==> src/rtl/systolic_skew_feeder_pkg.sv <==
// Shared types and defaults for the systolic skew feeder and the PE array top.
// Holds the feeder state encoding and the lane slicing helper.
package systolic_skew_feeder_pkg;

  localparam int unsigned DEF_N  = 4;
  localparam int unsigned DEF_DW = 8;
  localparam int unsigned DEF_CW = 16;

  typedef enum logic [1:0] {
    ST_IDLE   = 2'd0,
    ST_STREAM = 2'd1,
    ST_FLUSH  = 2'd2
  } feeder_state_e;

  // LSB of lane `lane` inside a packed N*dw operand bus.
  function automatic int unsigned lane_lsb(input int unsigned lane, input int unsigned dw);
    return lane * dw;
  endfunction

endpackage

==> src/rtl/systolic_skew_feeder_skew_delay_line.sv <==
// D-stage delay line carrying fire plus one activation and one weight lane.
// Synchronous active-low reset clears every stage so an aborted tile leaves no residue.
module skew_delay_line #(
  parameter int unsigned D  = 1,
  parameter int unsigned DW = 8
) (
  input  logic          clk,
  input  logic          rstn,
  input  logic          fire_in,
  input  logic [DW-1:0] a_in,
  input  logic [DW-1:0] w_in,
  output logic          fire_out,
  output logic [DW-1:0] a_out,
  output logic [DW-1:0] w_out
);

  logic          fire_q [D];
  logic [DW-1:0] a_q    [D];
  logic [DW-1:0] w_q    [D];

  // NOTE: every stage is reset, not just fire; stale data must not leak out after a mid-tile reset.
  // NOTE: non-blocking assignments keep the shift order-independent within the loop.
  always_ff @(posedge clk) begin
    if (!rstn) begin
      for (int k = 0; k < int'(D); k++) begin
        fire_q[k] <= 1'b0;
        a_q[k]    <= '0;
        w_q[k]    <= '0;
      end
    end else begin
      fire_q[0] <= fire_in;
      a_q[0]    <= a_in;
      w_q[0]    <= w_in;
      for (int k = 1; k < int'(D); k++) begin
        fire_q[k] <= fire_q[k-1];
        a_q[k]    <= a_q[k-1];
        w_q[k]    <= w_q[k-1];
      end
    end
  end

  assign fire_out = fire_q[D-1];
  assign a_out    = a_q[D-1];
  assign w_out    = w_q[D-1];

endmodule

==> src/rtl/systolic_skew_feeder.sv <==
// Diagonal-skew operand feeder for the systolic PE array: lane i is delayed i+1 cycles.
// Optional SYSTOLA_FEEDER_ZERO_GATE_EN zeroes lane data on any lane whose fire is low.
module systolic_skew_feeder
  import systolic_skew_feeder_pkg::*;
#(
  parameter int unsigned N  = DEF_N,
  parameter int unsigned DW = DEF_DW,
  parameter int unsigned CW = DEF_CW
) (
  input  logic            clk,
  input  logic            rstn,
  input  logic            in_valid,
  output logic            in_ready,
  input  logic            in_last,
  input  logic [N*DW-1:0] in_a,
  input  logic [N*DW-1:0] in_w,
  output logic [N-1:0]    lane_fire,
  output logic [N*DW-1:0] lane_a,
  output logic [N*DW-1:0] lane_w,
  output logic            busy,
  output logic            done,
  output logic [CW-1:0]   tile_beats
);

  // Flush counter counts N-2 down to 0, giving N-1 bubble cycles after the last beat.
  localparam int unsigned   FCW         = (N > 2) ? $clog2(N - 1) : 1;
  localparam logic [FCW-1:0] FLUSH_LOAD = FCW'((N > 1) ? (N - 2) : 0);
  localparam bit            SINGLE_LANE = (N == 1);

  feeder_state_e  state_q, state_d;
  logic [FCW-1:0] flush_q, flush_d;
  logic           done_q, done_d;
  logic [CW-1:0]  beats_q;
  logic           accept;

  assign in_ready = (state_q != ST_FLUSH);
  assign accept   = in_valid & in_ready;

  always_ff @(posedge clk) begin
    if (!rstn) begin
      state_q <= ST_IDLE;
      flush_q <= '0;
      done_q  <= 1'b0;
    end else begin
      state_q <= state_d;
      flush_q <= flush_d;
      done_q  <= done_d;
    end
  end

  // NOTE: every output of this block gets a default first, so no path can infer a latch.
  always_comb begin
    state_d = state_q;
    flush_d = flush_q;
    done_d  = 1'b0;
    case (state_q)
      ST_IDLE, ST_STREAM: begin
        if (accept) begin
          if (!in_last) begin
            state_d = ST_STREAM;
          end else if (SINGLE_LANE) begin
            state_d = ST_IDLE;
            done_d  = 1'b1;
          end else begin
            state_d = ST_FLUSH;
            flush_d = FLUSH_LOAD;
          end
        end
      end
      ST_FLUSH: begin
        if (flush_q == '0) begin
          state_d = ST_IDLE;
          done_d  = 1'b1;
        end else begin
          flush_d = flush_q - 1'b1;
        end
      end
      default: state_d = ST_IDLE;
    endcase
  end

  // Beat counter restarts on the first accept of a tile and is held between tiles.
  always_ff @(posedge clk) begin
    if (!rstn) begin
      beats_q <= '0;
    end else if (accept) begin
      if (state_q == ST_IDLE) begin
        beats_q <= CW'(1);
      end else if (beats_q != '1) begin
        beats_q <= beats_q + 1'b1;
      end
    end
  end

  assign busy       = (state_q != ST_IDLE);
  assign done       = done_q;
  assign tile_beats = beats_q;

  logic [N-1:0]    fire_raw;
  logic [N*DW-1:0] a_raw;
  logic [N*DW-1:0] w_raw;

  for (genvar i = 0; i < int'(N); i++) begin : g_lane
    skew_delay_line #(
      .D  (i + 1),
      .DW (DW)
    ) u_delay (
      .clk      (clk),
      .rstn     (rstn),
      .fire_in  (accept),
      .a_in     (in_a[lane_lsb(i, DW) +: DW]),
      .w_in     (in_w[lane_lsb(i, DW) +: DW]),
      .fire_out (fire_raw[i]),
      .a_out    (a_raw[lane_lsb(i, DW) +: DW]),
      .w_out    (w_raw[lane_lsb(i, DW) +: DW])
    );

`ifdef SYSTOLA_FEEDER_ZERO_GATE_EN
    assign lane_a[lane_lsb(i, DW) +: DW] = fire_raw[i] ? a_raw[lane_lsb(i, DW) +: DW] : '0;
    assign lane_w[lane_lsb(i, DW) +: DW] = fire_raw[i] ? w_raw[lane_lsb(i, DW) +: DW] : '0;
`else
    assign lane_a[lane_lsb(i, DW) +: DW] = a_raw[lane_lsb(i, DW) +: DW];
    assign lane_w[lane_lsb(i, DW) +: DW] = w_raw[lane_lsb(i, DW) +: DW];
`endif
  end

  assign lane_fire = fire_raw;

endmodule

==> config.mk <==
export PLATFORM = sky130hd
export DESIGN_NAME = systolic_skew_feeder
export DESIGN_NICKNAME = d
export VERILOG_FILES = /design/src/rtl/systolic_skew_feeder_pkg.sv /design/src/rtl/systolic_skew_feeder_skew_delay_line.sv /design/src/rtl/systolic_skew_feeder.sv
export SDC_FILE = /design/constraint.sdc
export NUM_CORES = 1
export LEC_CHECK = 0
export CORE_ASPECT_RATIO = 0.8
export CORE_MARGIN = 3
export CORE_UTILIZATION = 48
export DETAILED_ROUTE_END_ITERATION = 8
export GPL_TIMING_DRIVEN = 1
export PLACE_DENSITY = 0.83
export SETUP_SLACK_MARGIN = 0.15
export SLEW_MARGIN = 40
export SYNTH_ARGS = -nofsm -noshare
export SYNTH_HDL_FRONTEND = slang
export SYNTH_HIERARCHICAL = 1
export SYNTH_SLANG_ARGS = --single-unit
==> constraint.sdc <==
create_clock -name clk -period 1.95 [get_ports clk]
set_input_delay 0.2925 -clock clk [delete_from_list [all_inputs] [get_ports clk]]
set_output_delay 0.2925 -clock clk [all_outputs]
set_load 0.03 [all_outputs]
==> out/qor.yml <==
p_total_mw: 8.193
place.gp.congestion: 0.7917
synth_area_um2: 6078
antenna_found_initial: 0
drtPass1Iterations: 4
setup-tns-final_ns: 0
grt_busiest_layer: "met2"
synth_fp_nets: 595
path_max_fanout: 5
num-fill-cells: 905
setup_ws_ns: 0.1753
grt.overflow.total: 0
synth_edf_count: 0
tightestPinTransition_ns: 0.5144
fmax_mhz: 563.5
slew_viol_final: 0
ys_ff_latch: 191
p_leak_nw: 3.322
drt_iter0_drc: 282
hold_end: "done$_SDFF_PN0_"
drcViolationCount: 0
reg2reg_depth: 5
async_flop_share: 0
arrival_ns: 1.48
htree_levels: 4
io_pins: 155
syn_area_per_cell_um2: 11.58
hpwlAfterDp_um: 7335
die-area_um2: 14060
grt_pass1_vias: 3548
max_stage_delay_ns: 0.68
rrSetupSlack_ns: 0.18
die_w_um: 131.8
yosys_most_used_dff: "dfxtp_1"
area_growth_pct: 34.31
grt_first_pass_wirelength_um: 17120
start_kind: "register"
yosysMostFrequentCell: "dfxtp_1"
routedWlPerCell_um: 13.33
cts_buffer_depth: 2
cts.sinks: 191
crit_buf_inv: 1
antennaDiodeCount: 0
period_minus_slack_ns: 1.775
drive_gt1_frac: 0.2699
worst_path_max_delay_cell: "clkdlybuf4s50_1"
grt_use_met2: 0.2509
p_per_area_nw_per_um2: 1003
gr-usage-met1: 0.1780
crit_chain: "clkdlybuf4s50_1"
via_per_inst: 4.549
crit_family: "buffers and inverters"
synth_area_leaders: "dfxtp_1, and2_2, and2_1, buf_4, a21oi_1"
finalClockSkew_ns: 0.006171
grt_usage: 0.1535
path_class: "register to output port"
grt_use_met3: 0.06520
port_buffers: 154
grt_max_degree: 136
synthCells: 525
ir_worst_vdd_mv: 0.7063
max-cap-violations: 0
numCtsBuffers: 17
vias: 3812
synth_top_area_frac: 0.6291
yosysTopAreaCell: "dfxtp_1"
period_share: 0.9101
min_path_cells: 3
synthTopCellsByCount: "dfxtp_1, and2_2, and2_1"
clkTransAtPathRegs_ns: 0.07
hold_start: "rstn"
worstHoldPathType: "input pin to register"
core_um2: 12300
seq_area_frac_synth: 0.6291
die_h_um: 106.7
layout.nets: 724
max_slew_margin: 0.6539
timing.rr.start: "tile_beats[13]$_SDFFE_PN0P_"
hold_viol: 0
initial_core_util: 0.4943
status: "finished, final reports clean"
crit_path_end_kind: "output port"
clockRootBuffer: "clkbuf_16"
cts_tree: "built"
synth_cell_types: 43
core.rowCount: 36
dp_slack_ns: 0.1130
route.antenna.remaining_nets: 0
rsz0062_at_grt: "true"
cp_data_required_time_ns: 1.66
insertion_delay_ns: 0.42
drt_wl_total_um: 11170
yosysWarnings: 6
setup_violations: 0
r2r-end: "tile_beats[5]$_SDFFE_PN0P_"
-- registers in the layout (all words and copies together), names as in the netlist --
signal                 cells
tile_beats                16
state_q                    2
g_lane.u_delay/a_q        80
g_lane.u_delay/fire_q     10
done                       1
flush_q                    2
g_lane.u_delay/w_q        80
-- placed cells by master, fill, tap and decap left out, types with 3 or more instances in the layout --
cell type,count
buf_4,6
clkdlybuf4s50_1,136
nand4_1,4
or3b_1,3
clkinvlp_4,3
nand2_1,16
o21ai_0,5
o221a_1,4
and2_1,53
nor2_1,13
dlygate4sd2_1,14
inv_1,5
inv_6,3
o21ai_1,4
clkbuf_16,17
nand3_1,6
dfxtp_1,189
o22ai_1,3
and3_1,4
a21oi_1,11
nor3_1,3
and2_2,119
-- metal layers --
layer	share of wire	vias up	wire [um]
met5	0	-	0
met4	0.019	0	211
met3	0.088	19	988
met2	0.49	145	5434
met1	0.41	1744	4540
li1	-	1904	-
-- worst min-delay path: stages --
cell	delay, ns
buf_4	0.23
nand2_1	0.11
nor2_1	0.03
-- per-stage QoR --
| stage | util | cells | cell area, um2 | hold slack [ns] |
|---|---|---|---|---|
| 6_report | 0.6639 | 838 | 8164 | 0.2879 |
| 5_1_grt | 0.6639 | 838 | 8164 | 0.2911 |
| 4_1_cts | 0.6589 | 834 | 8103 | 0.2709 |
| 3_3_place_gp | 0.6103 | 802 | 7505 | 0.4136 |
| 3_5_place_dp | 0.6103 | 802 | 7505 | 0.4169 |
| 2_1_floorplan | - | 525 | 6081 | 0.4119 |
-- report_power, final --
group / leakage, nW / switching, mW / internal, mW / total [mW]
registers: 1.57 / 0.0437 / 4.05 / 4.09
clock network: 0.293 / 1.52 / 1.97 / 3.50
logic: 1.46 / 0.273 / 0.327 / 0.600
-- layout make-up --
| class | count | area, um2 | area share |
|---|---|---|---|
| multi-input cells | 277 | 1909 | 0.2339 |
| clock inverters | 14 | 177.7 | 0.02176 |
| well taps | 171 | 214.0 | 0.02621 |
| inverters | 7 | 26.28 | 0.003218 |
| clock buffers | 18 | 439.2 | 0.05379 |
| flip-flops and latches | 191 | 3826 | 0.4687 |
| repair buffers | 160 | 1572 | 0.1925 |
-- kinds of logic after synthesis --
logic type / share of synthesized area
DFF: 0.6291
buffers and inverters: 0.06422
AOI/OAI and AO/OA: 0.04117
adders and majority gates: 0.004116
and+or+nand+nor: 0.2598
muxes: 0.001647
-- repair_timing --
| action | in CTS | in global routing |
|---|---|---|
| pin swaps | 0 | 2 |
| setup buffers | 0 | 3 |
| setup endpoints to repair | 16 | 11 |
| gates cloned | 0 | 1 |
| gates resized for setup | 17 | 11 |
| hold buffers | 0 | 0 |
-- how the worst max path moves through the flow --
stage                               start                     endpoint  slack [ns]  cells after the start
3_5_place_dp                     in_valid   tile_beats[1]$_SDFFE_PN0P_        0.11                      5
4_1_cts           state_q[1]$_SDFFE_PN0P_                         busy       0.006                      3
3_3_place_gp                     in_valid   tile_beats[1]$_SDFFE_PN0P_        0.13                      5
6_report       tile_beats[1]$_SDFFE_PN0P_                tile_beats[1]        0.18                      1
2_1_floorplan  tile_beats[0]$_SDFFE_PN0P_   tile_beats[3]$_SDFFE_PN0P_        0.21                      6
5_1_grt        tile_beats[2]$_SDFFE_PN0P_  tile_beats[15]$_SDFFE_PN0P_        0.09                      5
Power figures use the tool's default switching activity.
